`config.mk`:
```
export PLATFORM = sky130hd
export DESIGN_NAME = vmem_port_arbiter
export DESIGN_NICKNAME = d
export VERILOG_FILES = /design/src/rtl/vmem_port_arbiter.sv
export SDC_FILE = /design/constraint.sdc
export NUM_CORES = 1
export LEC_CHECK = 0
export CORE_AREA = 3 3 238 240
export DETAILED_ROUTE_END_ITERATION = 8
export DIE_AREA = 0 0 241 243
export HOLD_SLACK_MARGIN = 0.08
export PLACE_DENSITY = 0.66
export SLEW_MARGIN = 20
export SYNTH_ARGS = -nofsm -noshare
export SYNTH_HDL_FRONTEND = slang
export SYNTH_SLANG_ARGS = --single-unit
```
`constraint.sdc`:
```
create_clock -name clk -period 3.38 [get_ports clk]
set_input_delay 0.507 -clock clk [delete_from_list [all_inputs] [get_ports clk]]
set_output_delay 0.507 -clock clk [all_outputs]
set_load 0.02 [all_outputs]
```
`src/rtl/vmem_port_arbiter.sv`:
```
`default_nettype none
// ============================================================================
// Module   : vmem_port_arbiter
// Purpose  : Shares one word-wide vector data memory port between the vector
//            core and the host loader. Each 4-lane (x,y,z,w) vector access
//            becomes four consecutive single-word accesses. Conflicting
//            requests are resolved round-robin. Load lanes are reassembled
//            into a 4*DW result that is presented with a one-cycle done pulse.
// Ports    : clk, rst (async, active-low)
//            c_* : core port  (req, we, addr, wdata in; gnt, done, rdata out)
//            h_* : host port  (identical to the core port)
//            m_* : memory port (en, we, addr, wdata out; rdata in, 1-cycle
//                  read latency)
//            busy: high whenever the sequencer is not idle
// Revision : 1.0 - initial release
// ============================================================================
module vmem_port_arbiter #(
    parameter int AW = 8,
    parameter int DW = 32
) (
    input  logic              clk,
    input  logic              rst,
    input  logic              c_req,
    input  logic              c_we,
    input  logic [AW-1:0]     c_addr,
    input  logic [4*DW-1:0]   c_wdata,
    output logic              c_gnt,
    output logic              c_done,
    output logic [4*DW-1:0]   c_rdata,
    input  logic              h_req,
    input  logic              h_we,
    input  logic [AW-1:0]     h_addr,
    input  logic [4*DW-1:0]   h_wdata,
    output logic              h_gnt,
    output logic              h_done,
    output logic [4*DW-1:0]   h_rdata,
    output logic              m_en,
    output logic              m_we,
    output logic [AW-1:0]     m_addr,
    output logic [DW-1:0]     m_wdata,
    input  logic [DW-1:0]     m_rdata,
    output logic              busy
);

    typedef enum logic [1:0] {
        IDLE  = 2'd0,
        ACC   = 2'd1,
        RWAIT = 2'd2,
        DONE  = 2'd3
    } state_t;

    localparam logic c_OWNER_CORE = 1'b0;
    localparam logic c_OWNER_HOST = 1'b1;

    state_t                state_q, state_d;
    logic [1:0]            lane_q, lane_d;
    logic                  we_q, we_d;
    logic [AW-1:0]         addr_q, addr_d;
    logic [3:0][DW-1:0]    wdata_q, wdata_d;
    // Lanes 0..2 only: lane 3 arrives in RWAIT and goes straight to rdata.
    logic [2:0][DW-1:0]    shadow_q, shadow_d;
    logic                  owner_q, owner_d;
    logic                  last_owner_q, last_owner_d;
    logic [4*DW-1:0]       c_rdata_q, c_rdata_d;
    logic [4*DW-1:0]       h_rdata_q, h_rdata_d;
    logic                  c_gnt_q, c_gnt_d, h_gnt_q, h_gnt_d;
    logic                  c_done_q, c_done_d, h_done_q, h_done_d;

    logic                  w_grant_host;
    logic [1:0]            w_lane_prev;
    logic                  w_acc;

    always_comb begin
        state_d      = state_q;
        lane_d       = lane_q;
        we_d         = we_q;
        addr_d       = addr_q;
        wdata_d      = wdata_q;
        shadow_d     = shadow_q;
        owner_d      = owner_q;
        last_owner_d = last_owner_q;
        c_rdata_d    = c_rdata_q;
        h_rdata_d    = h_rdata_q;
        c_gnt_d      = 1'b0;
        h_gnt_d      = 1'b0;
        c_done_d     = 1'b0;
        h_done_d     = 1'b0;
        w_grant_host = 1'b0;
        // Data visible now belongs to the access issued one cycle earlier.
        w_lane_prev  = lane_q - 2'd1;

        case (state_q)
            IDLE: begin
                if (c_req || h_req) begin
                    // Host wins only when alone or when the core was served last.
                    w_grant_host = h_req && (!c_req || (last_owner_q == c_OWNER_CORE));
                    owner_d = w_grant_host ? c_OWNER_HOST : c_OWNER_CORE;
                    we_d    = w_grant_host ? h_we    : c_we;
                    addr_d  = w_grant_host ? h_addr  : c_addr;
                    wdata_d = w_grant_host ? h_wdata : c_wdata;
                    lane_d  = 2'd0;
                    c_gnt_d = !w_grant_host;
                    h_gnt_d = w_grant_host;
                    state_d = ACC;
                end
            end
            ACC: begin
                if (!we_q && (lane_q != 2'd0)) begin
                    shadow_d[w_lane_prev] = m_rdata;
                end
                lane_d = lane_q + 2'd1;
                if (lane_q == 2'd3) begin
                    if (we_q) begin
                        state_d  = DONE;
                        c_done_d = (owner_q == c_OWNER_CORE);
                        h_done_d = (owner_q == c_OWNER_HOST);
                    end else begin
                        state_d = RWAIT;
                    end
                end
            end
            RWAIT: begin
                // Lane 3 data is merged on the same edge that raises done.
                state_d  = DONE;
                c_done_d = (owner_q == c_OWNER_CORE);
                h_done_d = (owner_q == c_OWNER_HOST);
                if (owner_q == c_OWNER_CORE) begin
                    c_rdata_d = {m_rdata, shadow_q[2], shadow_q[1], shadow_q[0]};
                end else begin
                    h_rdata_d = {m_rdata, shadow_q[2], shadow_q[1], shadow_q[0]};
                end
            end
            DONE: begin
                last_owner_d = owner_q;
                state_d      = IDLE;
            end
            default: begin
                state_d = IDLE;
            end
        endcase
    end

    always_ff @(posedge clk or negedge rst) begin
        if (!rst) begin
            state_q      <= IDLE;
            lane_q       <= 2'd0;
            we_q         <= 1'b0;
            addr_q       <= '0;
            wdata_q      <= '0;
            shadow_q     <= '0;
            owner_q      <= c_OWNER_CORE;
            last_owner_q <= c_OWNER_HOST;
            c_rdata_q    <= '0;
            h_rdata_q    <= '0;
            c_gnt_q      <= 1'b0;
            h_gnt_q      <= 1'b0;
            c_done_q     <= 1'b0;
            h_done_q     <= 1'b0;
        end else begin
            state_q      <= state_d;
            lane_q       <= lane_d;
            we_q         <= we_d;
            addr_q       <= addr_d;
            wdata_q      <= wdata_d;
            shadow_q     <= shadow_d;
            owner_q      <= owner_d;
            last_owner_q <= last_owner_d;
            c_rdata_q    <= c_rdata_d;
            h_rdata_q    <= h_rdata_d;
            c_gnt_q      <= c_gnt_d;
            h_gnt_q      <= h_gnt_d;
            c_done_q     <= c_done_d;
            h_done_q     <= h_done_d;
        end
    end

    // Memory strobes decode the state register so reset removes them at once.
    assign w_acc   = (state_q == ACC);
    assign m_en    = w_acc;
    assign m_we    = w_acc & we_q;
    assign m_addr  = w_acc ? (addr_q + {{(AW-2){1'b0}}, lane_q}) : '0;
    assign m_wdata = w_acc ? wdata_q[lane_q] : '0;
    assign busy    = (state_q != IDLE);

    assign c_gnt   = c_gnt_q;
    assign h_gnt   = h_gnt_q;
    assign c_done  = c_done_q;
    assign h_done  = h_done_q;
    assign c_rdata = c_rdata_q;
    assign h_rdata = h_rdata_q;

endmodule
`default_nettype wire

```
[Word-level counts from Yosys, hierarchy flattened]
Cells that the tools add are included.
Word-level totals
  flip-flop bits (word level): 499
  bits in latches: 0
  bits in writable memories: 0
  bits in read-only memories: 0
  bits of input ports: 310
  output and inout bits: 303
  word-level logic and storage cells: 79
  memories kept: 0
Cells by class
  add/sub/neg operators: 3
  multiply operators: 0
  div/mod/pow operators: 0
  $lt $le $gt $ge: 3
  equality and inequality tests: 6
  shift-type cells: 0
  mux-type cells: 27
  bitwise gates (word level): 3
  reductions and logical operators: 18
Operators by type and width (number)
  $mux 128: 1
  $bwmux 96: 1
  $mux 32: 3
  $bmux 32 s2: 1
  $demux 32 s2: 1
  $mux 8: 2
  $reduce_and 2->1: 6
  $mux 1: 11
  $add 8x2->8: 1
  $pmux 2 s4: 1
  $eq 2x2->1 const B: 3
  $lt 2x3->1 const B: 2
  $mux 2: 3
  $reduce_bool 2->1: 3
  $pmux 1 s2: 2
  $pmux 2 s2: 1
  $logic_and 1x1->1: 3
  $logic_not 1->1: 3
  $add 2x1->2 const B: 1
  $eq 2x1->1 const B: 1
  $ge 2x1->1 const B: 1
  $logic_not 2->1: 1
  $logic_or 1x1->1: 2
  $ne 2x1->1 const B: 1
  4 further kinds: 5

[Depth between registers and ports, before layout]
  depth in word-level cells: 6
  mapped depth: 9
  mapped depth without buffers: 5

[Worst setup path after synthesis]
OpenSTA, ideal clock, no wires.
  kind: register to register
  from: reg lane_q[1]
  to: reg shadow_q[75] in the netlist's numbering
  setup time: 125 ps
  arrival: 2264 ps
  required time: 3255 ps
  path slack: 991 ps
  cell stages (with the launch flop): 10
  buffers on the path: 4
  period minus slack after synthesis: 2389 ps
  path through: dfrtp_1 clkbuf_1 clkbuf_1 inv_1 ha_1 nor3b_1 and2_1 clkbuf_2 buf_4 mux2_2
On the way
  word-level cells in the longest chain between the ends: 6
  elaborated cells between the ends (all ways): 10
  classes of those cells: add/sub: 1; order compare: 2; mux: 3; reduce/logical: 4
RTL lines
  start: declaration: RTL line 56  | logic [1:0] lane_q, lane_d;
  start signal: assignment: RTL line 161  | lane_q <= lane_d;
  $sub 2x1->2: RTL line 90  | w_lane_prev = lane_q - 2'd1;
  $lt 2x3->1 (implied by the code) / $ge 2x1->1 (equally long branches): RTL line 109  | shadow_d[w_lane_prev] = m_rdata;
  $logic_and 1x1->1 (implied by the code): RTL line 109
  $mux 32 (implied by the code): RTL line 109
  $demux 32 s2: RTL line 109
  $bwmux 96: RTL line 109
  end signal: assignment: RTL line 165  | shadow_q <= shadow_d;
  end: declaration: RTL line 61  | logic [2:0][DW-1:0] shadow_q, shadow_d;
Parallel ways exist; a longest one is shown, timed or not.
A chain may end at the register's enable or synchronous reset.

[Final worst setup path]
  from: reg lane_q[1]
  to: out m_wdata[13]
On the way
  word-level cells in the longest chain between the ends: 3
RTL lines
  $bmux 32 s2: RTL line 182  | assign m_wdata = w_acc ? wdata_q[lane_q] : '0;
  $mux 32 (implied by the code): RTL line 182
  $mux 32: RTL line 182
  end: declaration: RTL line 40  | output logic [DW-1:0] m_wdata,
Every way passes these cells. The select of a mux whose other input is x is not followed.

==> results.tsv <==
metric	value	unit
drcViolationCount	0	
tightest_slew	0.7011	ns
finalCriticalPeriod	3.216	ns
syn_nets	1716	
cp_cell_sequence	buf_4, mux4_2, and2_1, clkdlybuf4s50_1	
reg2regPathDepth	5	
cp.required	2.87	ns
place_congestion	0.9497	
final.setup.tns	0	ns
slew_headroom	53.26	%
leakagePower	12.61	nW
grt_pass1_wl	96880	µm
whs	0.4790	ns
cp_slowest_stage_delay	0.59	ns
rrSetupSlack	0.91	ns
track_usage	22.06	%
critPathLaunch	lane_q[1]	
drive_gt1_share	24.67	%
p_comb_share	45.2	%
crit_end	m_wdata[13]	
antenna_left	0	
hold_viol	0	
syn_inst	1394	
fp-row-count	86	
status	finished, final reports clean	
crit_fanout	23	
rsz0062_at_grt	false	
synth_edf_count	0	
grt_max_degree	92	
setup_viol	0	
clock-sinks	499	
post-route-period-util	95.15	%
antenna_found_initial	20	
r2r-end	shadow_q[77]	
yosysTopAreaCell	dfrtp_1	
port_buffers	612	
worstReg2RegStart	lane_q[1]	
power_frac_clock	18.6	%
synth_top_area_share	60.25	%
drt_wl_total	66040	µm
die_h	243	µm
grt_overflow	0	
p_switching	10.45	mW
ir_drop	0.4836	mV
synth_ff_type	dfrtp_1	
skew	0.01708	ns
syn_to_final_growth	42.26	%
ys_types	40	
cts-buffers-inserted	52	
start_util	37.69	%
critPathSlowestCell	dfrtp_4	
first_global_vias	14840	
finalInstanceArea	29420	µm²
hold_depth	2	
worstPathArrival	2.71	ns
clkTransAtPathRegs	0.06	ns
dp_hpwl	48600	µm
clock_path_buffers	3	
vias	14320	
max_cap_violations	0	
finalMaxSlewViolations	0	
yosys-top-cells-area	dfrtp_1, mux2_2, a221o_1	
cts_tree	done	
finalNetCount	2319	
worst-setup-path-type	register to output port	
clock_latency	0.59	ns
synth-seq-cells	499	
ys_seq_area_share	60.38	%
core	54880	µm²
worstHoldPathType	register to register	
h-tree-depth	2	
start_kind	register	
post_cts_buffers	0	
dpl-instance-area	27700	µm²
end_kind	output port	
pwr-share-seq	36.1	%
power_density	1012	nW/µm²
syn_avg_cell_area	14.84	µm²
power	29.77	mW
fmax	0.3109	GHz
drt-wirelength-per-cell	24.01	µm
synthesis.area	20680	µm²
io_pins	613	
firstDrtPassIters	5	
yosys_warnings	0	
die-area	58560	µm²
synthArstFlopShare	100.0	%
internal-power	19.33	mW
cts_root_buffer	clkbuf_16	
drt_iter0_drc	771	
chipWidth	241	µm
p_sw_share	35.08	%
post_drt_via_cell_ratio	5.205	
## area by class of cell
type	count	area (µm²)
fill	4645	25450
sequential	499	12490
multi-input combinational	788	7736
timing repair buffer	645	6581
clock buffer	80	1528
tap	704	880.8
clock inverter	12	133.9
inverter	11	41.29
antenna	12	30.03
## layer usage
metal	up-vias	global-route usage (%)	share of wire, %
li1	6316	-	-
met1	7276	26.26	38
met2	594	37.11	50
met3	122	6.806	8.5
met4	12	8.910	3.6
met5	-	0	0.14
## state kept, by name, indices dropped and copies added (netlist names)
name          cells
state_q           2
shadow_q         96
h_done            1
wdata_q         128
lane_q            2
c_gnt             1
addr_q            8
c_done            1
we_q              1
h_gnt             1
h_rdata         128
owner_q           1
last_owner_q      1
c_rdata         128
## power by group through the flow
stage | combinational [mW] | clock (mW) | sequential, mW
floorplan | 6.06 | 0 | 12.0
CTS | 13.6 | 5.71 | 10.8
finish | 13.5 | 5.54 | 10.8
global route | 14.3 | 5.94 | 11.1
detailed placement | 13.6 | 0 | 10.8
global placement | 13.4 | 0 | 10.7
## per-stage QoR
stage | util, % | cells | worst slack [ns]
2_1_floorplan | - | 1394 | 0.9909
3_3_place_gp | 50.47 | 2646 | 0.6643
3_5_place_dp | 50.47 | 2646 | 0.6473
4_1_cts | 53.52 | 2739 | 0.003199
5_1_grt | 53.60 | 2747 | 0.04276
6_report | 53.62 | 2751 | 0.1639
## repair_timing
item,CTS,global route
resized for setup,0,8
hold buffers,1,0
setup endpoints to repair,0,19
hold endpoints to repair,74,0
## layout by cell type (no fill, tap or decap), drive strengths merged, types with 2 or more instances in the layout
cell type      synthesis  final
clkinvlp               0      2
clkinv                 0      8
dlymetal6s2s           0      4
nand2                 34     34
nand3                  2      2
o21ai                 38     38
or3                    3      3
a221o                107    107
ha                    11     11
dfrtp                498    498
a21oi                  9      9
and2                 146    146
clkdlybuf4s50          0    605
inv                   11     12
clkbuf                39     80
mux2                 353    353
mux2i                 30     30
xnor2                  2      2
nor3b                  3      3
buf                   57     35
diode                  0     12
mux4                  32     32
nor2                   5      5
## worst min-delay path by stage
stage | slack (ns) | from | to
floorplan | 0.21 | rst | addr_q[0]
global placement | 0.46 | wdata_q[91] | wdata_q[91]
detailed placement | 0.46 | wdata_q[91] | wdata_q[91]
CTS | 0.48 | wdata_q[91] | wdata_q[91]
global route | 0.50 | wdata_q[36] | wdata_q[36]
finish | 0.48 | wdata_q[91] | wdata_q[91]
## cell families after synthesis
logic type	count (synthesis)	share of synthesized area (%)
buffers and inverters	107	2.468
AOI/OAI and AO/OA	159	6.539
muxes	415	24.15
and+or+nand+nor	199	5.571
adders and majority gates	12	0.7622
DFF	499	60.38
xor gates and xnor gates	3	0.1271
## synth_stat cells, types with 2 or more instances
cell type	instances
dfrtp_1	498
mux2_2	347
and2_1	144
a221o_1	107
buf_2	45
o21ai_0	37
clkbuf_1	36
nand2_1	34
mux4_2	32
mux2i_1	30
ha_1	11
inv_1	11
buf_4	9
a21oi_1	8
mux2_1	6
nor2_1	5
clkbuf_2	3
nor3b_1	3
or3_1	3
and2_0	2
buf_6	2
nand3_1	2
xnor2_1	2
## critical path, delay by kind of cell, from the launching register on
kind / cells / cell delay [ns]
buf+inv: 2 / 0.94
simple gates: 1 / 0.20
mux: 1 / 0.36
flops: 1 / 0.59
Note: power is estimated with default switching activity, not from simulation.
